**config.mk**
```make
export PLATFORM = sky130hd
export DESIGN_NAME = alarm_sequencer
export DESIGN_NICKNAME = d
export VERILOG_FILES = /design/src/rtl/alarm_pkg.sv /design/src/rtl/alarm_tick_gen.sv /design/src/rtl/alarm_sequencer.sv
export SDC_FILE = /design/constraint.sdc
export NUM_CORES = 1
export LEC_CHECK = 0
export CORE_UTILIZATION = 40
export CTS_CLUSTER_SIZE = 30
export DETAILED_ROUTE_END_ITERATION = 12
export SLEW_MARGIN = 20
export SYNTH_ARGS = -nofsm -noshare
export SYNTH_HDL_FRONTEND = slang
export SYNTH_SLANG_ARGS = --single-unit
```
**constraint.sdc**
```tcl
create_clock -name clk -period 2.7 [get_ports clk]
set_input_delay 0.54 -clock clk [delete_from_list [all_inputs] [get_ports clk]]
set_output_delay 0.54 -clock clk [all_outputs]
set_load 0.02 [all_outputs]
```
**src/rtl/alarm_pkg.sv**
```systemverilog
// Shared state encoding and countdown width for the alarm sequencer.
package alarm_pkg;

    localparam int CNT_W = 8;

    typedef enum logic [2:0] {
        ST_DISARMED = 3'd0,
        ST_EXIT     = 3'd1,
        ST_ARMED    = 3'd2,
        ST_ENTRY    = 3'd3,
        ST_SIREN    = 3'd4
    } state_t;

    // States whose duration is governed by the countdown.
    function automatic logic is_timed(input state_t s);
        return (s == ST_EXIT) || (s == ST_ENTRY) || (s == ST_SIREN);
    endfunction

    // States in which the status LED blinks once per tick.
    function automatic logic is_blink(input state_t s);
        return (s == ST_EXIT) || (s == ST_ENTRY);
    endfunction

endpackage

```
**src/rtl/alarm_tick_gen.sv**
```systemverilog
// Prescaler producing a one-cycle tick every TICK_DIV clocks; restarts on clear.
module tick_gen #(
    parameter int TICK_DIV = 100_000_000
) (
    input  logic i_clk,
    input  logic i_reset,
    input  logic i_clear,
    output logic o_tick
);

    localparam int            PW   = (TICK_DIV > 1) ? $clog2(TICK_DIV) : 1;
    localparam logic [PW-1:0] LAST = PW'(TICK_DIV - 1);

    logic [PW-1:0] r_pre;

    always_ff @(posedge i_clk) begin
        if (i_reset || i_clear) begin
            r_pre <= '0;
        end else if (r_pre == LAST) begin
            r_pre <= '0;
        end else begin
            r_pre <= r_pre + PW'(1);
        end
    end

    assign o_tick = (r_pre == LAST);

endmodule

```
**src/rtl/alarm_sequencer.sv**
```systemverilog
// Arming/alarm controller: synchronizes the switches and sequences
// DISARMED -> EXIT -> ARMED -> ENTRY -> SIREN with tick-based countdowns.
module alarm_sequencer #(
    parameter int TICK_DIV    = 100_000_000,
    parameter int EXIT_TICKS  = 10,
    parameter int ENTRY_TICKS = 5,
    parameter int SIREN_TICKS = 60
) (
    input  logic       clk,
    input  logic       reset,
    input  logic       arm,
    input  logic [3:0] sensor,
    output logic       siren,
    output logic       led,
    output logic [2:0] state_code,
    output logic [7:0] remaining,
    output logic [3:0] zone
);
    import alarm_pkg::*;

    localparam logic [CNT_W-1:0] EXIT_LD  = CNT_W'(EXIT_TICKS);
    localparam logic [CNT_W-1:0] ENTRY_LD = CNT_W'(ENTRY_TICKS);
    localparam logic [CNT_W-1:0] SIREN_LD = CNT_W'(SIREN_TICKS);
    localparam logic [CNT_W-1:0] CNT_ONE  = CNT_W'(1);

    logic             r_arm_m, r_arm_s;
    logic [3:0]       r_sens_m, r_sens_s;
    state_t           r_state;
    logic [CNT_W-1:0] r_cnt;
    logic [3:0]       r_zone;
    logic             r_led;
    logic             r_siren;

    state_t           w_next_state;
    logic             w_state_chg;
    logic             w_tick;
    logic             w_expire;
    logic [CNT_W-1:0] w_next_cnt;
    logic [3:0]       w_next_zone;
    logic             w_next_led;
    logic             w_next_siren;

    always_ff @(posedge clk) begin
        if (reset) begin
            r_arm_m  <= 1'b0;
            r_arm_s  <= 1'b0;
            r_sens_m <= '0;
            r_sens_s <= '0;
        end else begin
            r_arm_m  <= arm;
            r_arm_s  <= r_arm_m;
            r_sens_m <= sensor;
            r_sens_s <= r_sens_m;
        end
    end

    tick_gen #(
        .TICK_DIV (TICK_DIV)
    ) u_tick_gen (
        .i_clk   (clk),
        .i_reset (reset),
        .i_clear (w_state_chg),
        .o_tick  (w_tick)
    );

    assign w_expire    = w_tick && (r_cnt == CNT_ONE);
    assign w_state_chg = (w_next_state != r_state);

    always_ff @(posedge clk) begin
        if (reset) begin
            r_state <= ST_DISARMED;
        end else begin
            r_state <= w_next_state;
        end
    end

    // Disarm has priority over every other transition.
    always_comb begin
        w_next_state = r_state;
        if (!r_arm_s) begin
            w_next_state = ST_DISARMED;
        end else begin
            case (r_state)
                ST_DISARMED: w_next_state = ST_EXIT;
                ST_EXIT:     if (w_expire) w_next_state = ST_ARMED;
                ST_ARMED:    if (r_sens_s != 4'd0) w_next_state = ST_ENTRY;
                ST_ENTRY:    if (w_expire) w_next_state = ST_SIREN;
                ST_SIREN:    if (w_expire) w_next_state = ST_ARMED;
                default:     w_next_state = ST_DISARMED;
            endcase
        end
    end

    always_comb begin
        w_next_cnt   = r_cnt;
        w_next_zone  = r_zone;
        w_next_led   = r_led;
        w_next_siren = (w_next_state == ST_SIREN);
        if (w_next_state == ST_DISARMED) begin
            w_next_cnt  = '0;
            w_next_zone = '0;
            w_next_led  = 1'b0;
        end else begin
            if ((r_state == ST_ARMED) || (r_state == ST_ENTRY) || (r_state == ST_SIREN)) begin
                w_next_zone = r_zone | r_sens_s;
            end
            if (w_state_chg) begin
                w_next_led = 1'b1;
                case (w_next_state)
                    ST_EXIT:  w_next_cnt = EXIT_LD;
                    ST_ENTRY: w_next_cnt = ENTRY_LD;
                    ST_SIREN: w_next_cnt = SIREN_LD;
                    default:  w_next_cnt = '0;
                endcase
            end else if (w_tick) begin
                if (is_timed(r_state) && (r_cnt > CNT_ONE)) begin
                    w_next_cnt = r_cnt - CNT_ONE;
                end
                if (is_blink(r_state)) begin
                    w_next_led = ~r_led;
                end
            end
        end
    end

    always_ff @(posedge clk) begin
        if (reset) begin
            r_cnt   <= '0;
            r_zone  <= '0;
            r_led   <= 1'b0;
            r_siren <= 1'b0;
        end else begin
            r_cnt   <= w_next_cnt;
            r_zone  <= w_next_zone;
            r_led   <= w_next_led;
            r_siren <= w_next_siren;
        end
    end

    assign siren      = r_siren;
    assign led        = r_led;
    assign state_code = r_state;
    assign remaining  = r_cnt;
    assign zone       = r_zone;

endmodule

```
Yosys cells after proc, flatten, opt, wreduce, memory -nomap -nowiden
Cells that the tools add are included.
- add/sub/neg operators: 2
- $lt $le $gt $ge: 1
- equal/unequal tests: 10
- mux-type cells: 12
- bitwise gates (word level): 2
- reduce and logical (&&, ||, !) cells: 18
- operators with widths (operator ; number):
    $add A27 B1 Y27 const B ; 1
    $eq A27 B27 Y1 const B ; 1
    $mux W8 ; 3
    $pmux W6 S3 ; 1
    $mux W3 ; 4
    $pmux W3 S4 ; 1
    $eq A3 B2 Y1 const B ; 3
    $eq A8 B1 Y1 const B ; 1
    $gt A8 B1 Y1 const B ; 1
    $sub A8 B1 Y8 const B ; 1
    $eq A3 B1 Y1 const B ; 2
    $eq A3 B3 Y1 const B ; 2
    $logic_not A3 Y1 ; 2
    $reduce_bool A2 Y1 ; 3
    $reduce_or A2 Y1 ; 3
    $logic_or A1 B1 Y1 ; 5
    $or A4 B4 Y4 ; 1
    $reduce_and A2 Y1 ; 2
    $reduce_bool A4 Y1 ; 1
    $mux W1 ; 3
    $ne A3 B3 Y1 ; 1
    $logic_and A1 B1 Y1 ; 2
    $not A1 Y1 ; 1
- bits in registers: 54
- bits of input ports: 7
- output and inout port bits: 17
- logic and storage cells: 55

Depth between registers and ports, before layout
Gate-level depths: netlist of run 1.
- word-level depth: 8
- gate-level depth with buffers: 9
- depth with buffers taken out: 7

By module
Synthesis of run 1 repeated with hierarchy kept, for this count alone.
- cells, all modules: 299
- area total of the unflattened synthesis: 2726.4 um^2
- by module, submodules not included (module ; times used ; cells each ; area an instance (um^2) ; seq. area each (um^2)):
    tick_gen ; 1 ; 157 ; 1410.1 ; 540.5
    alarm_sequencer ; 1 ; 142 ; 1316.3 ; 540.5

Worst setup path before layout of run 1
OpenSTA, ideal clock, no wires.
- path type: register -> register
- start point: register r_state[2], in the netlist state_code[2]
- end point: register r_cnt[1], in the netlist remaining[1]
- library setup time: 86 ps
- data arrival time: 1916 ps
- data required time: 2614 ps
- path slack: 698 ps
- cell stages (with the launch flop): 8
- path buffers: 1
- period minus slack after synthesis: 2002 ps
- cells stage by stage: dfxtp_1 buf_4 or3b_4 a21bo_1 o21ai_4 a21boi_0 o21ai_0 a211oi_1
- word-level cells in the longest chain between the ends: 7
- elaborated cells on any way between the ends: 25
- those cells by class: eq/ne (8); mux (7); reduce/logical (10)
- RTL lines (what ; RTL line ; text):
    start, declared ; alarm_sequencer.sv:28 ; state_t r_state;
    start signal, assigned ; alarm_sequencer.sv:73 ; r_state <= w_next_state;
    $eq A3 B3 Y1 / $eq A3 B1 Y1 (equally long branches) ; alarm_pkg.sv:16, alarm_sequencer.sv:83 ;
    $reduce_or A2 Y1 (no line) ; - ;
    $pmux W3 S4 ; alarm_sequencer.sv:83 ; case (r_state)
    $mux W3 ; alarm_sequencer.sv:80 ; if (!r_arm_s) begin
    $eq A3 B3 Y1, or another cell as far along ; alarm_sequencer.sv:109 ; case (w_next_state)
    $pmux W6 S3 / $reduce_bool A2 Y1 (equally long branches) ; - ;
    $mux W8 / $reduce_and A2 Y1 (equally long branches) ; - ;
    end signal, assigned ; alarm_sequencer.sv:133 ; r_cnt <= w_next_cnt;
    end, declared ; alarm_sequencer.sv:29 ; logic [CNT_W-1:0] r_cnt;
Parallel ways exist; a longest one is shown, timed or not.
A chain may end at the register's enable or synchronous reset.

Worst setup path in the final report of run 1
- start point: register u_tick_gen.r_pre[0]
- end point: register r_cnt[4], in the netlist remaining[4]
- word-level cells in the longest chain between the ends: 8
- elaborated cells on any way between the ends: 17
- those cells by class: eq/ne (5); mux (6); reduce/logical (6)
- RTL lines (what ; RTL line ; text):
    start, declared ; alarm_tick_gen.sv:14 ; logic [PW-1:0] r_pre;
    start signal, assigned ; alarm_tick_gen.sv:22 ; r_pre <= r_pre + PW'(1);
    $eq A27 B27 Y1 * ; alarm_tick_gen.sv:26 ; assign o_tick = (r_pre == LAST);
    $logic_and A1 B1 Y1 ; alarm_sequencer.sv:66 ; assign w_expire = w_tick && (r_cnt == CNT_ONE);
    $mux W3 (on tied branches) ; alarm_sequencer.sv:85, alarm_sequencer.sv:88, alarm_sequencer.sv:87 ;
    $pmux W3 S4 ; alarm_sequencer.sv:83 ;
    $mux W3 ; alarm_sequencer.sv:80 ;
    $eq A3 B3 Y1, or another cell as far along ; alarm_sequencer.sv:109 ;
    $pmux W6 S3 / $reduce_bool A2 Y1 (equally long branches) ; - ;
    $mux W8 / $reduce_and A2 Y1 (equally long branches) ; - ;
Mark *: on every way between the ends. The rest lies on a longest branch, timed or not.

==> flow_summary.toml, run 1 <==
[worst_setup_path]
critical_path.startpoint = "u_tick_gen.r_pre[0]"
path_max_fanout = 10
end_kind = "flip-flop"
critPathKind = "reg -> reg"
cp.required_ns = 2.93
reg2reg_from = "u_tick_gen.r_pre[0]"
crit_arrival_ns = 2.48
startpoint_type = "flip-flop"

[clock_tree]
post_cts_resized = 0
cts_made_buffers = 5
cts-root-buf = "clkbuf_8"
cts.sinks = 54
clk_latency_ns = 0.31
clk_pin_slew_ns = 0.10
cts_max_level = 2
holdBufCountCts = 0
cts_setup_buffers = 0
cts.path.max_buffers = 2
cts_tree = "built"

[power]
p_per_area_mw_per_mm2 = 492
p_leak_uw = 0.000957
max-vdd-ir-drop_mv = 0.295
total_power_uw = 1420

[floorplanning]
die_h_um = 80.8
io_pins = 24
core_sq_mm = 0.00596
dieArea_sq_mm = 0.00653
die_w_um = 80.8
start_util_pct = 41.7
row_count = 28

[sta]
rsz0062_at_grt = "false"
fin_worst_skew_ns = 0.00948
fin_crit_ns = 2.25
finalSetupViolCount = 0
tightest_slew_ns = 0.612
slew_viol_final = 0
hold_viol_final = 0
final.setup.tns_ns = 0
whs_ns = 0.441
max_freq_mhz = 444
timing.final.crit_share_pct = 83.4
max_slew_margin_pct = 59.2

[synth]
yosysTopAreaCellShare_pct = 43.5
synth.distinct_cells = 47
synth_top_area_cell = "dfxtp_1"
syn_avg_cell_area_sq_um = 8.69
yosysSeqAreaShare_pct = 43.5
ys_seq_elements = 54
netlist_top_cells_area = "dfxtp_1 (43%), nor2_1 (8.9%), xnor2_1 (5.3%), xor2_1 (5.3%), nand3_1 (3.2%)"
synth_warnings = 0
synth_edf_count = 0
synthArstFlopShare_pct = 0
syn-num-nets = 296
ys.flop_type = "dfxtp_1"
synth_area_sq_mm = 0.00249
post_synth_inst_count = 286

[drt]
via_count = 1952
wl_per_cell_um = 12.0
wirelength_um = 4640
drt_pass1_iterations = 4
antenna_left = 0
drt_iter0_drc = 80
drc = 0
via_per_inst = 5.07

[run_status]
status = "complete, no violations"

[final_layout]
finalNetCount = 319
antenna_cells = 0
nFillCells = 582
design_area_sq_mm = 0.00289
area_growth_pct = 16.2
layout_commonest_cell = "nor2_1"
drive_gt1_share_pct = 6.45
final_core_util_pct = 48.5
layout_common_cells = "nor2_1 (59), dfxtp_1 (54), clkdlybuf4s50_1 (23)"

[global_routing]
antenna_found_initial = 0
grtUsageTotal_pct = 16.0
grt_pass1_vias = 1785
grt_max_degree = 28
grt_overflow = 0
grt_pass1_wl_um = 8160

[worst_hold_path]
worstHoldStart = "r_arm_m"
worstHoldPathType = "reg -> reg"

[placed_design]
place_hpwl_um = 3300
numPortBuffers = 23
placed_area_sq_mm = 0.00277
routabilityCongestion = 0.808

[flow_run]
max_cap_viol_count = 0
-- kinds of logic (layout without fill, tap and decap cells) --
| kind of cell | Yosys count | in the layout | synth area share, % |
|---|---|---|---|
| buf+inv | 18 | 42 | 3.42 |
| flops | 54 | 54 | 43.5 |
| compound gates | 35 | 35 | 10.7 |
| simple gates | 146 | 146 | 30.3 |
| fa+ha+maj | 3 | 3 | 1.51 |
| xor+xnor | 30 | 30 | 10.6 |
-- worst max-delay path, cell delays in order (launching register included) --
cell	delay, ns
dfxtp_1	0.36
ha_1	0.20
and4_1	0.29
nand2_2	0.10
or3_1	0.55
a22oi_4	0.32
o21ai_1	0.12
a221oi_2	0.22
-- per-layer routing --
| metal | part of all wire, % | track usage (%) |
|---|---|---|
| met1 | 50 | 21.6 |
| met3 | 3.8 | 3.60 |
| met4 | 1.3 | 6.07 |
| met2 | 45 | 24.7 |
| met5 | 0 | 0 |
-- path summary, 6_finish.rpt --
check	endpoint	slack, ns	cells after the start
worst max-delay path	remaining[4]	0.45	7
worst min-delay path	r_arm_s	0.44	1
worst max register to register	remaining[4]	0.45	7
worst min register to register	r_arm_s	0.44	1
-- power breakdown --
group | internal [uW] | switching (uW) | leakage (uW)
logic | 27.4 | 35.4 | 0.000468
clock network | 277 | 267 | 0.0000514
registers | 807 | 7.22 | 0.000438
total | 1110 | 310 | 0.000957
-- synthesized netlist by cell type, types with 3 or more instances --
master,instances
xor2_1,15
ha_1,3
inv_1,9
nand2b_1,4
a311oi_1,3
a21oi_1,7
and2_1,3
nor2_1,59
nor3_1,9
and4_1,3
dfxtp_1,54
buf_2,5
nor2b_1,11
o21ai_0,5
nor4_1,5
nand3_1,16
a31oi_1,4
xnor2_1,15
nand4_1,8
nand2_1,15
-- layout make-up --
cell class | count | area [sq um] | area share [%]
sequential | 54 | 1080 | 37.4
multi-input combinational | 214 | 1320 | 45.8
timing repair buffer | 25 | 245 | 8.49
clock buffer | 6 | 72.6 | 2.51
tap | 75 | 93.8 | 3.25
inverter | 9 | 33.8 | 1.17
clock inverter | 2 | 37.5 | 1.30
-- through the flow --
step / std cells / setup WS, ns
2_1_floorplan: 286 / 0.698
3_3_place_gp: 377 / 0.495
3_5_place_dp: 377 / 0.453
4_1_cts: 385 / 0.433
5_1_grt: 385 / 0.253
6_report: 385 / 0.447
-- registers in the layout, indices dropped and copies added, names as in the netlist --
name	cells
r_sens_s	4
r_arm_m	1
siren	1
r_sens_m	4
zone	4
r_arm_s	1
state_code	3
remaining	8
u_tick_gen.r_pre	27
led	1
Note: power is estimated with default switching activity, not from simulation.
==> run 2: changes to the inputs <==
==> constraint.sdc (replaced) <==
create_clock -name clk -period 2.01 [get_ports clk]
set_input_delay 0.402 -clock clk [delete_from_list [all_inputs] [get_ports clk]]
set_output_delay 0.402 -clock clk [all_outputs]
set_load 0.02 [all_outputs]
==> run 2 against run 1 <==
Combinational power increased by 70%. Sequential power increased by 34%. Via count increased by 9.6%. Critical path type is now reg -> out. Global-route usage increased by 1.6 points. Critical endpoint is now state_code[1]. Highest routed layer unchanged. Critical path depth decreased by 5. Final area increased by 14%.
==> flow_summary.toml, run 2 (synthesized netlist as in run 1, its figures left out) <==
[worst_setup_path]
cp_slowest_cell = "clkdlybuf4s50_1"
crit_arrival_ns = 1.56
crit_cells = 2
path_delay_family = "buffers and inverters"
path_buf_inv = 2
cp.required_ns = 1.61
path_cells = "buf_4, clkdlybuf4s50_1"
path_max_fanout = 7
reg2reg_from = "state_code[1]"
critPathMaxStageDelay_ns = 0.61
r2r_slack_ns = 0.08
startpoint_type = "flip-flop"
rr_worst_depth = 8
critPathKind = "reg -> out"
r2r-end = "remaining[5]"
end_kind = "primary output"

[sta]
fin_worst_skew_ns = 0.0101
timing.final.crit_share_pct = 97.7
rsz0062_at_grt = "true"
hold_viol_final = 0
finalWorstSetupSlack_ns = 0.0463
max_slew_margin_pct = 57.3
max_freq_mhz = 509
slew_viol_final = 0
finalSetupViolCount = 0
fin_crit_ns = 1.96
tightest_slew_ns = 0.639

[floorplanning]
core_sq_mm = 0.00596
start_util_pct = 41.7
die_w_um = 80.8
dieArea_sq_mm = 0.00653
die_h_um = 80.8
row_count = 28
io_pins = 24

[clock_tree]
cts_tree = "built"
clk_pin_slew_ns = 0.10
cts.sinks = 54
cts.path.max_buffers = 2
cts_made_buffers = 5
clk_latency_ns = 0.31
cts-root-buf = "clkbuf_8"
cts_max_level = 2

[run_status]
status = "complete, no violations"

[final_layout]
largest_register_ffs = 27
antenna_cells = 0
layout_commonest_cell = "nor2_1"
regMostFlops = "u_tick_gen.r_pre"
area_growth_pct = 32.3
ff_latch_area_sq_mm = 0.00108
drive_gt1_share_pct = 21.8
design_area_sq_mm = 0.00329
multi_input_area_sq_mm = 0.00139
nFillCells = 597
layout_common_cells = "nor2_1 (59), dfxtp_1 (51), buf_4 (44)"
finalNetCount = 363

[worst_hold_path]
worstHoldPathCells = 1
worstHoldStart = "r_sens_m[0]"
worstHoldPathType = "reg -> reg"
worstHoldEndpoint = "r_sens_s[0]"

[global_routing]
grt_pass1_wl_um = 8990
grtUsageTotal_pct = 17.6
grt_max_degree = 28
grt_overflow = 0
antenna_found_initial = 0
grt_pass1_vias = 2057

[drt]
wirelength_um = 5230
drc = 0
drt_pass1_iterations = 4
drt_iter0_drc = 68
wl_per_cell_um = 12.2
antenna_left = 0
via_count = 2140
via_per_inst = 4.99

[placed_design]
place_hpwl_um = 3980
placed_area_sq_mm = 0.00308
dpl_worst_slack_ns = -0.0499
routabilityCongestion = 0.792
numPortBuffers = 23

[power]
p_per_area_mw_per_mm2 = 584
max-vdd-ir-drop_mv = 0.334
p_leak_uw = 0.00121

[flow_run]
max_cap_viol_count = 0
==> run 2: cell count changes in the layout (fill, tap and decap cells not counted), sizes merged <==
| cell | previous run | this run |
|---|---|---|
| buf | 2 | 45 |
| clkinvlp | 1 | 0 |
| or3 | 2 | 3 |
| clkinv | 0 | 2 |
| clkbuf | 6 | 5 |
==> run 2: power by group <==
group / switching [uW] / total, uW / internal (uW)
Clock: 353 / 720 / 367
Sequential: 8.66 / 1090 / 1080
Combinational: 53.7 / 107 / 53.3
==> run 2: how the worst max path moves through the flow <==
stage	start	end	slack (ns)
global placement	u_tick_gen.r_pre[0]	remaining[2]	0.002
CTS	u_tick_gen.r_pre[0]	remaining[2]	0.009
finish	state_code[1]	state_code[1]	0.05
global route	u_tick_gen.r_pre[0]	remaining[5]	-0.01
floorplan	state_code[2]	remaining[1]	0.008
detailed placement	u_tick_gen.r_pre[0]	remaining[2]	-0.05
==> run 2: layout make-up <==
class                   instances  share of cell area [%]
flip-flops and latches         54                    33.0
inverters                       9                    1.03
well taps                      75                    2.85
clock buffers                   5                    2.09
clock inverters                 3                    1.22
repair buffers                 68                    17.6
multi-input cells             215                    42.2
==> run 2: repair_timing <==
item / in CTS / in global routing
pin swaps: 0 / 8
gates cloned: 0 / 1
gates resized for setup: 2 / 13
hold buffers: 0 / 0
hold endpoints to repair: 0 / 0
setup buffers: 0 / 4
endpoints found under the setup margin: 4 / 34
==> run 2: worst reg2reg max path, delay by kind of cell (launching register included) <==
kind / cells / cell delay [ns]
flops: 1 / 0.38
buf+inv: 2 / 0.31
compound gates: 3 / 0.51
simple gates: 3 / 0.68
==> run 2: layer usage <==
metal / track usage, % / vias up / part of all wire (%)
li1: - / 1114 / -
met1: 21.8 / 984 / 47
met2: 29.4 / 32 / 48
met3: 3.93 / 10 / 3.2
met4: 6.96 / 0 / 1.9
met5: 0 / - / 0
==> run 2: stage by stage <==
stage | power, uW | TNS, ns | std cells | hold slack (ns) | util [%]
floorplan | 1180 | 0 | 286 | 0.414 | -
global placement | 1220 | 0 | 416 | 0.418 | 51.7
detailed placement | 1220 | -0.116 | 416 | 0.421 | 51.7
CTS | 1940 | 0 | 424 | 0.444 | 53.7
global route | 2000 | -0.0297 | 429 | 0.461 | 55.2
finish | 1920 | 0 | 429 | 0.443 | 55.2
